## config.mk

```make
export PLATFORM = sky130hd
export DESIGN_NAME = pipe_sequencer
export DESIGN_NICKNAME = d
export VERILOG_FILES = /design/src/rtl/pipe_sequencer_pkg.sv /design/src/rtl/pipe_seq_perf.sv /design/src/rtl/pipe_sequencer.sv
export SDC_FILE = /design/constraint.sdc
export NUM_CORES = 1
export LEC_CHECK = 0
export CAP_MARGIN = 20
export CORE_MARGIN = 2
export CORE_UTILIZATION = 39
export CTS_BUF_LIST = sky130_fd_sc_hd__clkbuf_4
export DETAILED_ROUTE_END_ITERATION = 16
export MAX_ROUTING_LAYER = met4
export PLACE_DENSITY = 0.92
export SETUP_SLACK_MARGIN = 0.02
export SLEW_MARGIN = 40
export SYNTH_ARGS = -nofsm -noshare
export SYNTH_HDL_FRONTEND = slang
export SYNTH_SLANG_ARGS = --single-unit
```

## constraint.sdc

```tcl
create_clock -name clk -period 2 [get_ports clk]
set_input_delay 0.4 -clock clk [delete_from_list [all_inputs] [get_ports clk]]
set_output_delay 0.4 -clock clk [all_outputs]
set_load 0.03 [all_outputs]
```

## src/rtl/pipe_sequencer_pkg.sv

```systemverilog
// pipe_sequencer_pkg: shared types, ISA exception codes, sequencer states and execution modes
package pipe_sequencer_pkg;
  localparam int WORD_ADDR_W = 30;
  localparam int ISA_EXP_W = 3;
  typedef logic [WORD_ADDR_W-1:0] word_addr_t;
  typedef logic [ISA_EXP_W-1:0] isa_exp_t;
  localparam isa_exp_t ISA_EXP_NO_EXP = 3'd0;
  localparam isa_exp_t ISA_EXP_EXT_INT = 3'd1;
  localparam isa_exp_t ISA_EXP_UNDEF_INSN = 3'd2;
  localparam isa_exp_t ISA_EXP_OVERFLOW = 3'd3;
  localparam isa_exp_t ISA_EXP_MISS_ALIGN = 3'd4;
  localparam isa_exp_t ISA_EXP_PRV_VIO = 3'd5;
  localparam logic CPU_KERNEL_MODE = 1'b0;
  localparam logic CPU_USER_MODE = 1'b1;
  typedef enum logic {SEQ_ST_RUN = 1'b0, SEQ_ST_REFILL = 1'b1} seq_st_e;
endpackage

```

## src/rtl/pipe_seq_perf.sv

```systemverilog
// pipe_seq_perf: three saturating performance counters (stall, flush, exception/irq taken)
//  Exists only when PIPE_SEQ_PERF_EN is defined.
//  Ports: clk, reset_ (async active-low), inc[2:0] per-counter increment, cnt[2:0] counter values.
`ifdef PIPE_SEQ_PERF_EN
module pipe_seq_perf #(
  parameter int PERF_W = 32
) (
  input  logic                   clk,
  input  logic                   reset_,
  input  logic [2:0]             inc,
  output logic [2:0][PERF_W-1:0] cnt
);
  always_ff @(posedge clk or negedge reset_) begin
    if (!reset_) cnt <= '0;
    else for (int i = 0; i < 3; i++) if (inc[i] && !(&cnt[i])) cnt[i] <= cnt[i] + PERF_W'(1);
  end
endmodule
`endif

```

## src/rtl/pipe_sequencer.sv

```systemverilog
// pipe_sequencer: stall/flush sequencer for the IF/ID/EX/MEM pipeline, owns EPC, exception code and mode
//  Inputs: clk, reset_ (async active-low), if_busy, mem_busy, ld_hazard, mem_en, mem_pc, mem_exp_code,
//          mem_eret, irq (level, pre-masked).
//  Outputs: per-stage stall/flush, new_pc (valid with if_flush), exe_mode, epc, exp_code.
//  PIPE_SEQ_PERF_EN adds perf_stall_cnt, perf_flush_cnt, perf_exp_cnt (PERF_W bits, saturating).
module pipe_sequencer
  import pipe_sequencer_pkg::*;
#(
  parameter word_addr_t EXP_VECTOR = 30'h0000_0100,
  parameter int         REFILL_CYC = 3
`ifdef PIPE_SEQ_PERF_EN
  ,
  parameter int         PERF_W = 32
`endif
) (
  input  logic       clk,
  input  logic       reset_,
  input  logic       if_busy,
  input  logic       mem_busy,
  input  logic       ld_hazard,
  input  logic       mem_en,
  input  word_addr_t mem_pc,
  input  isa_exp_t   mem_exp_code,
  input  logic       mem_eret,
  input  logic       irq,
  output logic       if_stall,
  output logic       id_stall,
  output logic       ex_stall,
  output logic       mem_stall,
  output logic       if_flush,
  output logic       id_flush,
  output logic       ex_flush,
  output logic       mem_flush,
  output word_addr_t new_pc,
  output logic       exe_mode,
  output word_addr_t epc,
  output isa_exp_t   exp_code
`ifdef PIPE_SEQ_PERF_EN
  ,
  output logic [PERF_W-1:0] perf_stall_cnt,
  output logic [PERF_W-1:0] perf_flush_cnt,
  output logic [PERF_W-1:0] perf_exp_cnt
`endif
);
  localparam logic [2:0] REFILL_INIT = 3'(REFILL_CYC);
  seq_st_e state, state_nxt;
  logic [2:0] refill_cnt, cnt_nxt;
  logic busy, exp_hit, irq_hit, eret_hit, trap, redirect, hazard;
  // a bus wait freezes everything, so no event is taken while busy
  assign busy = if_busy | mem_busy;
  assign exp_hit = !busy && mem_en && mem_exp_code != ISA_EXP_NO_EXP;
  // interrupts stay masked until the refetch after a redirect has settled
  assign irq_hit = !busy && mem_en && irq && state == SEQ_ST_RUN && !exp_hit;
  assign eret_hit = !busy && mem_en && mem_eret && !exp_hit && !irq_hit;
  assign trap = exp_hit | irq_hit;
  assign redirect = trap | eret_hit;
  assign hazard = !busy && !redirect && ld_hazard;
  always_comb begin
    if_stall = busy | hazard;
    id_stall = busy | hazard;
    ex_stall = busy;
    mem_stall = busy;
    if_flush = redirect;
    id_flush = redirect;
    ex_flush = redirect | hazard;
    mem_flush = redirect;
    new_pc = trap ? EXP_VECTOR : eret_hit ? epc : '0;
  end
  always_comb begin
    state_nxt = busy ? state : redirect ? SEQ_ST_REFILL :
                (state == SEQ_ST_REFILL && refill_cnt == 3'd1) ? SEQ_ST_RUN : state;
    cnt_nxt = busy ? refill_cnt : redirect ? REFILL_INIT :
              (state == SEQ_ST_REFILL && refill_cnt != 3'd0) ? refill_cnt - 3'd1 : refill_cnt;
  end
  always_ff @(posedge clk or negedge reset_) begin
    if (!reset_) begin
      state <= SEQ_ST_RUN;
      refill_cnt <= '0;
      epc <= '0;
      exp_code <= ISA_EXP_NO_EXP;
      exe_mode <= CPU_KERNEL_MODE;
    end else begin
      state <= state_nxt;
      refill_cnt <= cnt_nxt;
      if (trap) begin
        epc <= mem_pc;
        exp_code <= exp_hit ? mem_exp_code : ISA_EXP_EXT_INT;
        exe_mode <= CPU_KERNEL_MODE;
      end else if (eret_hit) exe_mode <= CPU_USER_MODE;
    end
  end
`ifdef PIPE_SEQ_PERF_EN
  logic [2:0][PERF_W-1:0] perf_cnt;
  pipe_seq_perf #(.PERF_W(PERF_W)) u_perf (
    .clk   (clk),
    .reset_(reset_),
    .inc   ({trap, redirect | hazard, busy | hazard}),
    .cnt   (perf_cnt)
  );
  assign perf_stall_cnt = perf_cnt[0];
  assign perf_flush_cnt = perf_cnt[1];
  assign perf_exp_cnt = perf_cnt[2];
`endif
endmodule

```

==> results.toml <==
[clock_network]
cts_sinks = 38
cts_buffers = 5
tritoncts = "yes"
cts_root_buffer = "clkbuf_4"
clk_pin_slew_worst_paths_ps = 110
clk-insertion-delay-late_ps = 330
clockBufferDepth = 2
htreeDepth = 2

[route]
antenna_left = 0
drc = 0
firstDrtPassIters = 4
vias = 1638
wire_per_inst_um = 15.8
drtIter0Drc = 67
via_per_inst = 4.67
wl_um = 5560

[global_route]
gr-usage-all-layers_pct = 20.7
grt_overflow_total = 0
grt_pass1_wl_um = 8330
grt_antenna_before_repair = 0
grt_max_degree = 21
grt_pass1_vias = 1670

[cells_and_area]
instances_no_fill = 351
area_growth_pct = 80.1
utilization_pct = 73.7
diodes = 0
drive_gt1_share_pct = 50.0
fillers = 347
final_cell_mix = "65 x clkdlybuf4s50_1, 45 x buf_6, 38 x dfrtp_1, 29 x and2_4, 28 x mux2_4"
mostFrequentLayoutCell = "clkdlybuf4s50_1"
nNetsFinal = 327
layout.area.seq_um2 = 951
multiInputGateArea_um2 = 991

[logic_synthesis]
synth_nets = 192
synth-seq-area-share_pct = 48.9
synth_cell_types = 29
synth_area_per_cell_um2 = 13.1
ys_seq_elements = 38
yosysWarnings = 0
syn-cell-area_mm2 = 0.00195
synth_cells = 148

[min_path]
min_path_type = "in -> reg"

[worst_setup_path]
crit_arrival_ps = 1830
crit_path_start_kind = "primary input"
worstPathRequired_ps = 1600
end_kind = "primary output"
critPathMaxFanout = 6
critPathKind = "in -> out"

[timing]
fmax_mhz = 449
hold_viol = 0
rsz0062_at_grt = "true"
fin_tns_setup_ps = -6540
max_slew.worst_pin.slew_ps = 449
final-max-slew-violation-count = 0
relSlewSlack_pct = 70.1
finalClockSkew_ps = 6.55
setup_ws_ps = -226
final.period_utilization_pct = 111
setup_viol = 35
period_minus_slack_ps = 2230

[floorplan]
dieArea_mm2 = 0.00557
core-area_mm2 = 0.00475
ioPinCount = 113
die_w_um = 74.6
die_h_um = 74.6
start_util_pct = 40.9
rows = 25

[run_status]
status = "complete, but fails checks"
violations = "negative setup slack"

[placement]
place_inst = 329
gp_congestion = 0.847
hpwl_um = 3840
io_buffers = 112

[power]
irDropWorstVdd_mv = 0.528
power_w = 0.00272
power_density_mw_per_mm2 = 777
power_leakage_nw = 1.62

[run]
cap_viol_max_count = 0
## timing repair
item                       CTS  global route
hold buffers                 1             0
gates resized for setup    116            15
buffers inserted             7             3
hold endpoints to repair     6             0
pin swaps                   21             0
gates cloned                 3             0
setup endpoints to repair   36            36
## kinds of logic after synthesis
kind of cell	after synthesis	synth area share, %
AOI/OAI and AO/OA	15	5.85
adders and majority gates	3	1.93
buffers and inverters	15	5.47
DFF	38	48.9
muxes	30	22.8
and+or+nand+nor	47	15.1
## routing by layer
layer	up-vias	share of wire, %	global-route usage (%)
li1	776	-	-
met1	779	41	25.1
met2	72	51	34.6
met3	11	6.5	5.49
met4	0	1.3	5.16
met5	-	0	-
## layout make-up
type,instances,share of cell area [%]
repair buffers,138,40.1
multi-input cells,95,28.3
flip-flops and latches,38,27.1
well taps,67,2.39
clock buffers,6,1.29
inverters,5,0.607
clock inverters,2,0.250
## cell usage after synthesis, drive strengths merged
library cell	n	area [µm²]
and2	29	181
o32a	1	10.0
and4bb	1	12.5
nor3b	1	12.5
a22o	2	17.5
o31ai	1	12.5
buf	9	82.6
a21oi	2	10.0
dfrtp	38	951
nand3	1	5.00
o311ai	1	8.76
o21a	2	22.5
ha	3	37.5
clkbuf	1	5.00
or3b	1	8.76
nand2	4	15.0
nand2b	1	6.26
a211oi	1	7.51
nor2	4	15.0
inv	5	18.8
nor2b	2	12.5
mux2	30	443
or3	2	17.5
o21ai	5	25.0
or4	1	7.51
## through the flow
step | setup slack, ps | hold WS [ps] | instance area (µm²)
3_5_place_dp | -689 | 380 | 3120
6_report | -226 | 291 | 3500
5_1_grt | -275 | 262 | 3500
2_1_floorplan | -4.25 | 104 | 1960
3_3_place_gp | -652 | 368 | 3120
4_1_cts | -230 | 272 | 3470
## critical path, stage by stage
cell	delay, ps
buf_6	90
or3_4	390
buf_6	120
and4bb_4	380
buf_6	160
and2_4	150
buf_6	120
## registers in the layout, indices dropped and copies added (netlist names)
signal / count
state: 1
exe_mode: 1
exp_code: 3
epc: 30
refill_cnt: 3
## final timing paths
check	start	endpoint	slack (ps)	cells past startpoint
worst max-delay path	mem_exp_code[0]	new_pc[5]	-230	7
worst min-delay path	mem_exp_code[1]	exp_code[1]	290	2
worst max register to register	state	refill_cnt[2]	480	3
worst min register to register	exe_mode	exe_mode	520	2
max in group asynchronous	reset_	epc[19]	830	3
min in group asynchronous	reset_	epc[13]	540	2
## report_power, final
group	total, W	leakage, nW	switching, W	internal (W)
Clock	0.000387	0.0331	0.000241	0.000146
Sequential	0.00112	0.446	0.000166	0.000956
Combinational	0.00121	1.14	0.000586	0.000627
No activity file was read; power rests on OpenSTA's default activity.
